### src/rtl/spi_pkg.sv
// Shared defaults and FSM encoding for the SPI receive framer and its FIFO.
package spi_pkg;

  localparam int LARGO_DEF = 8;
  localparam int DEPTH_DEF = 4;

  typedef enum logic {
    IDLE = 1'b0,
    RECV = 1'b1
  } state_e;

endpackage

### src/rtl/spi_rx_fifo.sv
// First-word-fall-through receive FIFO: storage, wrapping pointers and fill level.
module spi_rx_fifo #(
  parameter int WIDTH = 8,
  parameter int DEPTH = 4
) (
  input  logic                     clk_i,
  input  logic                     rst_i,
  input  logic                     push_i,
  input  logic [WIDTH-1:0]         data_i,
  input  logic                     ready_i,
  output logic                     valid_o,
  output logic [WIDTH-1:0]         data_o,
  output logic [$clog2(DEPTH):0]   level_o,
  output logic                     drop_o
);

  localparam int AW = $clog2(DEPTH);
  localparam int LW = AW + 1;

  logic [WIDTH-1:0] mem_q [DEPTH];
  logic [AW-1:0]    wr_ptr_q, wr_ptr_d;
  logic [AW-1:0]    rd_ptr_q, rd_ptr_d;
  logic [LW-1:0]    level_q, level_d;
  logic             full, pop, wr_en;

  // A pop frees the head slot at the same edge, so a full FIFO still accepts a word then.
  always_comb begin
    full     = (level_q == LW'(DEPTH));
    pop      = valid_o && ready_i;
    wr_en    = push_i && (!full || pop);
    wr_ptr_d = wr_en ? wr_ptr_q + AW'(1) : wr_ptr_q;
    rd_ptr_d = pop   ? rd_ptr_q + AW'(1) : rd_ptr_q;
    level_d  = level_q + LW'(wr_en) - LW'(pop);
  end

  always_ff @(posedge clk_i or posedge rst_i) begin
    if (rst_i) begin
      wr_ptr_q <= '0;
      rd_ptr_q <= '0;
      level_q  <= '0;
    end else begin
      wr_ptr_q <= wr_ptr_d;
      rd_ptr_q <= rd_ptr_d;
      level_q  <= level_d;
    end
  end

  always_ff @(posedge clk_i) begin
    if (wr_en) mem_q[wr_ptr_q] <= data_i;
  end

  // Masking the head with valid keeps rd_data at zero whenever the FIFO is empty.
  assign valid_o = (level_q != '0);
  assign data_o  = valid_o ? mem_q[rd_ptr_q] : '0;
  assign level_o = level_q;
  assign drop_o  = push_i && full && !pop;

endmodule

### src/rtl/spi_rx_framer.sv
// SPI receive framer: counts SIPO strobes per cs frame and queues complete words.
// Optional sticky overrun flag enabled by defining SPI_RX_OVERRUN_EN.
module spi_rx_framer
  import spi_pkg::*;
#(
  parameter int LARGO = LARGO_DEF,
  parameter int DEPTH = DEPTH_DEF
) (
  input  logic                     clk,
  input  logic                     rst,
  input  logic                     cs,
  input  logic                     ena,
  input  logic [LARGO-1:0]         DatIn,
  input  logic                     rd_ready,
  input  logic                     ovr_clr,
  output logic                     rd_valid,
  output logic [LARGO-1:0]         rd_data,
  output logic [$clog2(DEPTH):0]   level,
  output logic                     frame_err,
  output logic                     overrun
);

  localparam int BW = (LARGO > 1) ? $clog2(LARGO) : 1;
  localparam logic [BW-1:0] LAST = BW'(LARGO - 1);

  state_e        state_q;
  logic [BW-1:0] bit_cnt_q;
  logic          frame_err_q;
  logic          word_done;
  logic          drop;

  // The SIPO already holds the full word at the final strobe, whatever cs does.
  assign word_done = (state_q == RECV) && ena && (bit_cnt_q == LAST);

  always_ff @(posedge clk or posedge rst) begin
    if (rst) begin
      state_q     <= IDLE;
      bit_cnt_q   <= '0;
      frame_err_q <= 1'b0;
    end else begin
      frame_err_q <= 1'b0;
      case (state_q)
        IDLE: begin
          if (cs) begin
            state_q   <= RECV;
            bit_cnt_q <= '0;
          end
        end
        RECV: begin
          if (!cs) begin
            state_q     <= IDLE;
            bit_cnt_q   <= '0;
            frame_err_q <= (bit_cnt_q != '0) && !word_done;
          end else if (ena) begin
            bit_cnt_q <= word_done ? '0 : bit_cnt_q + BW'(1);
          end
        end
        default: begin
          state_q   <= IDLE;
          bit_cnt_q <= '0;
        end
      endcase
    end
  end

  spi_rx_fifo #(
    .WIDTH (LARGO),
    .DEPTH (DEPTH)
  ) u_fifo (
    .clk_i   (clk),
    .rst_i   (rst),
    .push_i  (word_done),
    .data_i  (DatIn),
    .ready_i (rd_ready),
    .valid_o (rd_valid),
    .data_o  (rd_data),
    .level_o (level),
    .drop_o  (drop)
  );

  assign frame_err = frame_err_q;

`ifdef SPI_RX_OVERRUN_EN
  logic overrun_q;

  // Set wins over clear so a drop coinciding with ovr_clr is never lost.
  always_ff @(posedge clk or posedge rst) begin
    if (rst)          overrun_q <= 1'b0;
    else if (drop)    overrun_q <= 1'b1;
    else if (ovr_clr) overrun_q <= 1'b0;
  end

  assign overrun = overrun_q;
`else
  logic unused_ovr;
  assign unused_ovr = &{1'b0, ovr_clr, drop};
  assign overrun    = 1'b0;
`endif

endmodule

### config.mk
export PLATFORM = sky130hd
export DESIGN_NAME = spi_rx_framer
export DESIGN_NICKNAME = d
export VERILOG_FILES = /design/src/rtl/spi_pkg.sv /design/src/rtl/spi_rx_fifo.sv /design/src/rtl/spi_rx_framer.sv
export SDC_FILE = /design/constraint.sdc
export NUM_CORES = 1
export LEC_CHECK = 0
export CORE_MARGIN = 3
export CORE_UTILIZATION = 56
export DETAILED_ROUTE_END_ITERATION = 8
export MAX_ROUTING_LAYER = met4
export PLACE_DENSITY = 0.94
export SLEW_MARGIN = 20
export SYNTH_ARGS = -nofsm -noshare
export SYNTH_HDL_FRONTEND = slang
export SYNTH_SLANG_ARGS = --single-unit
### constraint.sdc
create_clock -name clk -period 4.9 [get_ports clk]
set_input_delay 0.735 -clock clk [delete_from_list [all_inputs] [get_ports clk]]
set_output_delay 0.735 -clock clk [all_outputs]
set_load 0.02 [all_outputs]
==> impl_results.html <==
<table>
<tr><th>Metric</th><th>Value</th></tr>
<tr><th colspan="2">Power</th></tr>
<tr><td>Reported net switching power</td><td>0.000330 W</td></tr>
<tr><td>Fraction of power consumed by sequential logic</td><td>0.471</td></tr>
<tr><td>Clock share of power</td><td>0.174</td></tr>
<tr><td>Leak pwr</td><td>0.831 nW</td></tr>
<tr><td>Worst supply voltage drop on vdd</td><td>~0.18 mV</td></tr>
<tr><td>Fraction of power consumed by combinational cells</td><td>0.354</td></tr>
<tr><td>PwrDens</td><td>approximately 460 mW/mm^2</td></tr>
<tr><td>Internal power</td><td>between 0.0006 and 0.0007 W</td></tr>
<tr><td>Proportion of total power due to net switching</td><td>0.324</td></tr>
<tr><th colspan="2">Worst setup path</th></tr>
<tr><td>CP required</td><td>around 4.2 ns</td></tr>
<tr><td>RR Endpoint</td><td>u_fifo.level_o[2]</td></tr>
<tr><td>Reg2Reg Depth</td><td>6</td></tr>
<tr><td>Crit start category</td><td>flip-flop</td></tr>
<tr><td>Crit Path Max Fanout</td><td>10</td></tr>
<tr><td>Worst setup path category</td><td>reg -&gt; out</td></tr>
<tr><td>Kind of capture point of the worst setup path</td><td>primary output</td></tr>
<tr><td>Cell at the slowest stage of the critical path</td><td>sky130_fd_sc_hd__dfrtp_1</td></tr>
<tr><td>Peak per-stage delay on the critical path</td><td>between 0.7 and 0.8 ns</td></tr>
<tr><td>Worst reg2reg path startpoint</td><td>u_fifo.level_o[0]</td></tr>
<tr><td>Arrival time at the worst endpoint</td><td>around 2.4 ns</td></tr>
<tr><td>Reg-to-reg slack, setup</td><td>between 2 and 3 ns</td></tr>
<tr><td>Cell Chain, Critical Path</td><td>mux4_2, and2_1, clkdlybuf4s50_1</td></tr>
<tr><th colspan="2">Timing</th></tr>
<tr><td>Period utilisation layout</td><td>0.639</td></tr>
<tr><td>Total negative setup slack</td><td>0 ns</td></tr>
<tr><td>Actual transition at the worst max-transition pin</td><td>around 0.61 ns</td></tr>
<tr><td>Peak clock frequency supported by timing</td><td>about 320 MHz</td></tr>
<tr><td>RSZ-0062 raised after global routing</td><td>no</td></tr>
<tr><td>Number of slew-limit violations in the final report</td><td>0</td></tr>
<tr><td>Worst slew margin relative to its limit</td><td>0.594</td></tr>
<tr><td>Setup violation total in the final timing report</td><td>0</td></tr>
<tr><td>Clk_skew</td><td>0.0101 ns</td></tr>
<tr><td>Count of endpoints failing hold in the final timing report</td><td>0</td></tr>
<tr><td>Final worst path period need</td><td>3.13 ns</td></tr>
<tr><th colspan="2">Clock tree</th></tr>
<tr><td>Cts hold-fix bufs</td><td>0</td></tr>
<tr><td>CTS tree</td><td>built</td></tr>
<tr><td>CTS sink cnt</td><td>44</td></tr>
<tr><td>Number of buffers inserted to repair setup after CTS</td><td>0</td></tr>
<tr><td>Root cell of the clock tree</td><td>sky130_fd_sc_hd__clkbuf_4</td></tr>
<tr><td>Level count of the clock H-tree</td><td>2</td></tr>
<tr><td>CTS clock-pin slew for the worst setup and hold paths</td><td>approximately 0.13 ns</td></tr>
<tr><td>Number of cells upsized or downsized after cts</td><td>0</td></tr>
<tr><td>Worst-case clock buffer depth</td><td>2</td></tr>
<tr><td>Clock latency reported for the late side of the worst-skew pair</td><td>between 0.3 and 0.4 ns</td></tr>
<tr><td>CTS Buf Count</td><td>5</td></tr>
<tr><th colspan="2">Flow run</th></tr>
<tr><td>MaxCap Viol Count</td><td>0</td></tr>
<tr><th colspan="2">Drt</th></tr>
<tr><td>Total wire length</td><td>between 3000 and 4000 um</td></tr>
<tr><td>Number of DRC markers in iteration 0</td><td>31</td></tr>
<tr><td>Post-DR wirelength/cell</td><td>around 17 um</td></tr>
<tr><td>Post-DR vias/cell</td><td>around 5.4</td></tr>
<tr><td>Number of vias after detailed routing</td><td>a little under 1000</td></tr>
<tr><td>DRC errors left</td><td>0</td></tr>
<tr><td>Detail Route Antenna Nets</td><td>0</td></tr>
<tr><td>Number of iterations in the first detailed-routing pass</td><td>4</td></tr>
<tr><th colspan="2">Global route</th></tr>
<tr><td>Global-route wire length before repair</td><td>roughly 5100 um</td></tr>
<tr><td>Via count of the first global-routing pass</td><td>around 1000</td></tr>
<tr><td>Combined global-route utilization of all metal layers</td><td>0.180</td></tr>
<tr><td>Remaining global-route overflow</td><td>0</td></tr>
<tr><td>Largest net degree at the start of global routing</td><td>16</td></tr>
<tr><td>Antenna violations before repair</td><td>0</td></tr>
<tr><th colspan="2">Placement</th></tr>
<tr><td>Final GP Congestion</td><td>0.727</td></tr>
<tr><td>Instance count after placement with tap cells included</td><td>roughly 170</td></tr>
<tr><td>Placed inst area</td><td>approximately 0.0022 sq mm</td></tr>
<tr><td>Number of buffer cells added on primary ports</td><td>25</td></tr>
<tr><td>HPWL after DPL</td><td>2230 um</td></tr>
<tr><th colspan="2">Yosys</th></tr>
<tr><td>Post-Syn Area per Cell</td><td>17.5 sq um</td></tr>
<tr><td>Sequential area share after synthesis</td><td>0.661</td></tr>
<tr><td>Synthesized Nets</td><td>around 130</td></tr>
<tr><td>Count of synthesis-stage warnings from yosys</td><td>0</td></tr>
<tr><td>Syn Std Cell Area</td><td>approximately 0.0019 sq mm</td></tr>
<tr><td>Gate count after technology mapping</td><td>109</td></tr>
<tr><td>Share of flip-flops with an asynchronous set or reset</td><td>0.273</td></tr>
<tr><td>Cell accounting for the most synthesized area</td><td>sky130_fd_sc_hd__edfxtp_1</td></tr>
<tr><td>Main synth FF type</td><td>sky130_fd_sc_hd__edfxtp_1</td></tr>
<tr><td>Cell variety after synth</td><td>28</td></tr>
<tr><td>Number of enable-type register cells in the synthesized netlist</td><td>32</td></tr>
<tr><td>Top cells by area, synth</td><td>sky130_fd_sc_hd__edfxtp_1 (50%), sky130_fd_sc_hd__dfrtp_1 (16%), sky130_fd_sc_hd__mux4_2 (9.4%)</td></tr>
<tr><td>Flip-flop and latch count after synthesis</td><td>44</td></tr>
<tr><td>Synth top area share</td><td>0.504</td></tr>
<tr><th colspan="2">Die</th></tr>
<tr><td>Area of the core region</td><td>around 0.0032 sq mm</td></tr>
<tr><td>Boundary Pins</td><td>28</td></tr>
<tr><td>Row Count</td><td>20</td></tr>
<tr><td>Die area</td><td>a little over 0.004 sq mm</td></tr>
<tr><td>Starting Density</td><td>0.605</td></tr>
<tr><td>Overall die width</td><td>64.4 um</td></tr>
<tr><td>Overall die height</td><td>64.4 um</td></tr>
<tr><th colspan="2">Min path</th></tr>
<tr><td>Class of the worst hold path</td><td>reg -&gt; reg</td></tr>
<tr><td>Hold Crit Depth</td><td>1</td></tr>
<tr><td>Hold endpoint</td><td>bit_cnt_q[2]</td></tr>
<tr><td>Startpoint of the lowest-slack hold path</td><td>bit_cnt_q[2]</td></tr>
<tr><th colspan="2">Cells and area</th></tr>
<tr><td>Final net count</td><td>160</td></tr>
<tr><td>Count of inserted antenna diode cells</td><td>0</td></tr>
<tr><td>Final instance area</td><td>around 0.0022 sq mm</td></tr>
<tr><td>Area growth from synthesis to layout</td><td>17.2%</td></tr>
<tr><td>Fin cells</td><td>between 150 and 200</td></tr>
<tr><td>Ratio of cells with drive above 1 in the final layout</td><td>0.174</td></tr>
<tr><th colspan="2">Status</th></tr>
<tr><td>Result of the run</td><td>complete, no violations</td></tr>
</table>
==> state kept, by name, indices dropped and copies added (netlist names) <==
register         cells
bit_cnt_q            3
frame_err            1
state_q              1
u_fifo.level_o       3
u_fifo.mem_q        32
u_fifo.rd_ptr_q      2
u_fifo.wr_ptr_q      2
==> worst max-delay path, delay by kind of cell, from the launching register on <==
family                 cells  cell delay, ns
muxes                      1            0.57
buffers and inverters      1            0.54
DFF                        1            0.75
and+or+nand+nor            1            0.17
==> power by group through the flow <==
| stage | clock network [W] | logic, W | registers [W] |
|---|---|---|---|
| floorplan | 0 | 0.000256 | 0.000463 |
| detailed placement | 0 | 0.000364 | 0.000491 |
| finish | 0.000178 | 0.000361 | 0.000481 |
| global route | 0.000195 | 0.000383 | 0.000488 |
| global placement | 0 | 0.000354 | 0.000487 |
| CTS | 0.000180 | 0.000365 | 0.000483 |
==> per-stage QoR <==
stage / util / hold WS (ns) / setup slack (ns) / total power, W
2_1_floorplan: - / 0.485 / 2.92 / 0.000719
3_3_place_gp: 0.691 / 0.500 / 2.16 / 0.000842
3_5_place_dp: 0.691 / 0.552 / 2.13 / 0.000856
4_1_cts: 0.710 / 0.583 / 1.72 / 0.00103
5_1_grt: 0.710 / 0.629 / 1.63 / 0.00107
6_report: 0.710 / 0.591 / 1.77 / 0.00102
==> cell usage in the layout, fill, tap and decap left out, drive strengths merged, types with 2 or more instances in the layout <==
cell and instances:
xnor2 4, nand3 2, inv 8, mux2i 2
nand2 2, and2 12, ha 8, dfrtp 12
mux2 2, edfxtp 32, clkdlybuf4s50 25, or2 2
clkbuf 5, mux4 8
==> logic make-up after synthesis <==
logic type               synth area share
flip-flops                          0.661
XOR/XNOR                           0.0229
other                             0.00197
buffers and inverters              0.0321
AND/OR/NAND/NOR                    0.0911
AO/OA/AOI/OAI                      0.0111
adder cells (fa/ha/maj)            0.0630
multiplexers                        0.117
==> final cells by class <==
type	count	area, sq um
clock buffer	5	37.5
clock inverter	3	21.3
fill	206	916
inverter	7	26.3
multi-input combinational	54	586
sequential	44	1260
tap	44	55.1
timing repair buffer	25	250
==> worst max path at each step <==
| stage | startpoint | endpoint | slack (ns) | cells after the start |
|---|---|---|---|---|
| 2_1_floorplan | u_fifo.level_o[0] | rd_data[0] | 2.92 | 3 |
| 3_3_place_gp | u_fifo.rd_ptr_q[0] | rd_data[3] | 2.16 | 3 |
| 5_1_grt | u_fifo.rd_ptr_q[0] | rd_data[3] | 1.63 | 3 |
| 4_1_cts | u_fifo.rd_ptr_q[0] | rd_data[3] | 1.72 | 3 |
| 3_5_place_dp | u_fifo.rd_ptr_q[0] | rd_data[3] | 2.13 | 3 |
| 6_report | u_fifo.rd_ptr_q[0] | rd_data[3] | 1.77 | 3 |
==> routing by layer <==
metal | part of all wire | global-route usage | vias to the layer above
li1 | - | - | 451
met3 | 0.043 | 0.0492 | 5
met1 | 0.40 | 0.193 | 506
met5 | 0 | - | -
met2 | 0.54 | 0.302 | 26
met4 | 0.022 | 0.103 | 0
==> Yosys cell counts (2+ instances only) <==
cell and count:
sky130_fd_sc_hd__buf_6 2, sky130_fd_sc_hd__inv_1 7, sky130_fd_sc_hd__and2_1 12, sky130_fd_sc_hd__mux2i_1 2, sky130_fd_sc_hd__nand2_1 2, sky130_fd_sc_hd__xnor2_1 4, sky130_fd_sc_hd__ha_1 8, sky130_fd_sc_hd__mux4_2 8
sky130_fd_sc_hd__or2_2 2, sky130_fd_sc_hd__mux2_2 2, sky130_fd_sc_hd__dfrtp_1 12, sky130_fd_sc_hd__edfxtp_1 32
Power figures use the tool's default switching activity.
==> edit 1 (config.mk and constraints unchanged) <==
Set the package constant `DEPTH_DEF` to 8 (it was 4).
--- a/src/rtl/spi_pkg.sv
+++ b/src/rtl/spi_pkg.sv
@@ -4,3 +4,3 @@
   localparam int LARGO_DEF = 8;
-  localparam int DEPTH_DEF = 4;
+  localparam int DEPTH_DEF = 8;
 
Ports: changed (resized level); port bits go from 28 to 29. The function was not compared with the original's and may differ.
==> edit 1 against the original RTL <==
Clock skew is 0.0010 ns higher. Worst setup slack worse by 0.52 ns. Via count is 88% higher. Clock power grew to 2.7 times the old value. Hold slack worse by 0.056 ns. Design area is 74% higher. Routed wire length is 110% higher. Synthesized area is 78% higher. Sequential cell count is 35 higher. Total power is 100% higher. Final cell count is 76% higher. Non-clock buffer count is 2 higher. Critical path type unchanged. Largest power group unchanged. Highest routed layer unchanged.
==> edit 1: results (changes against the original RTL) <==
| Metric | Value |
|---|---|
| Register area share after synthesis | `0.675 (+0.0140)` |
| Final estimated routing congestion in global placement | `0.754 (+3.8%)` |
| Post-synth EDFFs | `64 (+100%)` |
| First-pass GRT wire length | `10.5 mm (+100%)` |
| Mux share of post-synthesis cell area | `0.102 (-0.0149)` |
| CP arrival | `2.91 ns (+0.51 ns)` |
| Dpl hpwl | `4.03 mm (+81%)` |
| Compound-Gate Fraction of Synth Area | `0.0570 (+0.0458)` |
| Adder-Cell Fraction of Synth Area | `0.0463 (-0.0166)` |
| Vias per cell | `5.82 (+7.1%)` |
| Number of global-route vias before repair | `1916 (+88%)` |
| Initial DRC Count | `182 (+490%)` |
| Syn nets | `242 (+83%)` |
| Worst R2R Setup Slack | `2.21 ns (-0.65 ns)` |
| Worst Skew | `0.0111 ns (+0.00103 ns)` |
| Worst-path fanout max | `19 (+9)` |
| Gr usage total | `0.205 (+0.0248)` |
| Setup WS pre-CTS | `1.66 ns (-0.466 ns)` |
| Root buf cell | `clkbuf_8` |
| Buffers added on ports | `26 (+4.0%)` |
| Worst-Skew Late Latency | `0.34 ns (-0.03 ns)` |
| Clk pin slew, worst setup/hold paths | `0.08 ns (-0.05 ns)` |
| Synth unique cells | `39 (+39%)` |
| Worst vdd ir | `0.343 mV (+90%)` |
| Sw Share | `0.335 (+0.0109)` |
| Status | `finished clean` |
| CTS Buf Count | `9 (+4)` |
| Synth area leaders | `edfxtp_1 (56%), dfrtp_1 (11%), mux2i_1 (9.4%)` |
| Share of cells above drive strength 1 | `0.0847 (-0.0892)` |
| Post-synth ARST share | `0.190 (-0.0829)` |
| XOR/XNOR Fraction of Synth Area | `0.0180 (-0.00494)` |
==> edit 1: changes by cell type after synthesis, sizes merged, moves of 3 or more <==
cell / delta
a22oi: +16
and2: -9
and3: +8
buf: +5
dfrtp: +3
edfxtp: +32
ha: +3
inv: +6
mux2i: +30
mux4: -8
nor2: +3
xor2: +3
==> edit 1: per-layer routing <==
layer,wire length (um),up-vias,share of wire,global-route usage
met2,3410,84,0.52,0.324
met3,434,6,0.067,0.0434
met1,2600,906,0.40,0.250
met4,82,0,0.013,0.107
li1,-,865,-,-
met5,0,-,0,-
==> edit 1: final timing paths <==
check	depth (start not counted)	start	endpoint
setup / recovery	5	u_fifo.rd_ptr_q[1]$_DFFE_PP0P_	rd_data[6]
hold / removal	1	bit_cnt_q[1]$_DFFE_PP0P_	bit_cnt_q[1]$_DFFE_PP0P_
setup reg to reg	10	u_fifo.level_o[2]$_DFF_PP0_	u_fifo.level_o[2]$_DFF_PP0_
hold reg to reg	1	bit_cnt_q[1]$_DFFE_PP0P_	bit_cnt_q[1]$_DFFE_PP0P_
max in group asynchronous	2	rst	state_q$_DFF_PP0_
min in group asynchronous	2	rst	frame_err$_DFF_PP0_
==> edit 1: final cells by class <==
class | instances | area [um2] | area share
flip-flops and latches | 79 | 2300 | 0.591
clock inverters | 6 | 71.3 | 0.0184
repair buffers | 27 | 268 | 0.0689
clock buffers | 10 | 128 | 0.0328
well taps | 72 | 90.1 | 0.0232
inverters | 13 | 48.8 | 0.0126
multi-input cells | 113 | 983 | 0.253
==> edit 1: logic make-up after synthesis <==
kind of cell / Yosys count
AOI/OAI and AO/OA: 26
xor gates and xnor gates: 7
adders and majority gates: 12
buffers and inverters: 24
DFF: 79
muxes: 34
other: 1
and+or+nand+nor: 33
==> edit 1: critical path, delay by kind of cell, from the launching register on <==
family,cells,cell delay (ns)
AOI/OAI and AO/OA,1,0.11
DFF,1,1.01
and+or+nand+nor,1,0.23
buffers and inverters,2,0.95
muxes,1,0.27
==> edit 1: through the flow <==
step,std cells,power (W)
after floorplan,216,0.00134
after global placement,304,0.00156
after detailed placement,304,0.00159
after CTS,320,0.00207
after global routing,320,0.00216
final,320,0.00206
==> edit 1: power groups by stage <==
stage | registers [W] | clock network [W] | logic (W)
floorplan | 0.000824 | 0 | 0.000511
global placement | 0.000843 | 0 | 0.000719
detailed placement | 0.000844 | 0 | 0.000746
CTS | 0.000831 | 0.000482 | 0.000756
global route | 0.000840 | 0.000511 | 0.000805
finish | 0.000833 | 0.000476 | 0.000749
==> edit 2 (same flow settings) <==
Made on the original files. Put a register stage on the output `level`, cleared by the reset. The value now appears one clock later. The other outputs are not delayed to match.
--- a/src/rtl/spi_rx_framer.sv
+++ b/src/rtl/spi_rx_framer.sv
@@ -24,2 +24,4 @@
   localparam logic [BW-1:0] LAST = BW'(LARGO - 1);
+
+  logic [$clog2(DEPTH):0] level_c;
 
@@ -76,3 +78,3 @@
     .data_o  (rd_data),
-    .level_o (level),
+    .level_o (level_c),
     .drop_o  (drop)
@@ -99,2 +101,10 @@
 
+  always_ff @(posedge clk or posedge rst) begin
+    if (rst) begin
+      level <= '0;
+    end else begin
+      level <= level_c;
+    end
+  end
+
 endmodule
Formal check against the unedited RTL: not equivalent (a bounded check fails within 10 cycles, from zero or initial values and one cycle with rst high).
==> edit 2 against the original RTL <==
Design area rose by 5.3%. Routed wire length rose by 3.7%. Fmax shrank 0.46%. Sequential cell count up 3. Hold slack got worse by 0.13 ns. Highest routed layer unchanged. Global-route usage up 0.94 points. Non-clock buffer count unchanged. Largest cell class unchanged. Worst setup slack worse by 0.014 ns. Total power increased by 11%. Synthesized area up 3.7%.
==> edit 2: results (changes against the original RTL) <==
| Metric | Value |
|---|---|
| Hold Startpoint | `u_fifo.level_o[2]$_DFF_PP0_` |
| Internal power | `0.000801 W (+16%)` |
| Post-synth ARST share | `0.319 (+0.0464)` |
| Wl on met1 | `1.27 mm (+2.7%)` |
| Synth area leaders | `edfxtp_1 (49%), dfrtp_1 (19%), mux4_2 (9.1%)` |
| Worst vdd ir | `0.274 mV (+52%)` |
| Met2 WL post-DR | `1.74 mm (+3.1%)` |
| Placed inst area | `2260 um2 (+3.6%)` |
| Status | `finished clean` |
| Adder-Cell Fraction of Synth Area | `0.0607 (-0.00227)` |
| Filler cells | `209 (+1.5%)` |
| Number of nets in the layout | `168 (+5.0%)` |
| Via count of the routed design | `1036 (+4.9%)` |
| Total Wirelength | `3.24 mm (+3.7%)` |
| Hold Path Cell Cnt | `0 (-1)` |
| Syn nets | `140 (+6.1%)` |
| Mux share of post-synthesis cell area | `0.109 (-0.00800)` |
| LEAKAGE | `0.890 nW (+7.1%)` |
| Hold slack | `0.457 ns (-0.134 ns)` |
| Setup WS pre-CTS | `2.13 ns (+0.00204 ns)` |
| Dpl hpwl | `2.18 mm (-2.4%)` |
| Initial DRC Count | `35 (+13%)` |
| Worst R2R Setup Slack | `2.80 ns (-0.06 ns)` |
| Synth unique cells | `29 (+3.6%)` |
| Vias per cell | `5.45 (+0.44%)` |
| PwrDens | `480 nW/um2 (+5.2%)` |
| Worst Skew | `0.0127 ns (+0.00256 ns)` |
| Comb power frac | `0.313 (-0.041)` |
| XOR/XNOR Fraction of Synth Area | `0.0221 (-0.000827)` |
| Number of global-route vias before repair | `1197 (+18%)` |
## edit 2: changes by cell type after synthesis, sizes merged
cell / before / now
dfrtp: 12 / 15
a2bb2oi: 0 / 1
nor2: 1 / 2
nand2: 2 / 5
nand3: 2 / 3
o21ai: 1 / 4
mux2: 2 / 1
o22ai: 1 / 0
and3b: 0 / 1
and3: 1 / 0
or2: 2 / 1
a32o: 1 / 0
## edit 2: metal layers
metal,up-vias,GRT usage
met3,4,0.0803
met5,-,-
met4,0,0.0725
met1,517,0.208
li1,476,-
met2,39,0.308
## edit 2: final cells by class
cell class	count	area (um2)	share of cell area
clock inverter	2	36.3	0.0154
tap	44	55.1	0.0234
clock buffer	6	62.6	0.0266
multi-input combinational	59	588	0.250
timing repair buffer	25	250	0.106
sequential	47	1340	0.567
inverter	7	26.3	0.0112
## edit 2: worst max-delay path: stages, from the launching register on
cell and delay, ns:
dfrtp_1 0.76, mux4_2 0.58, and2_1 0.17, clkdlybuf4s50_1 0.53
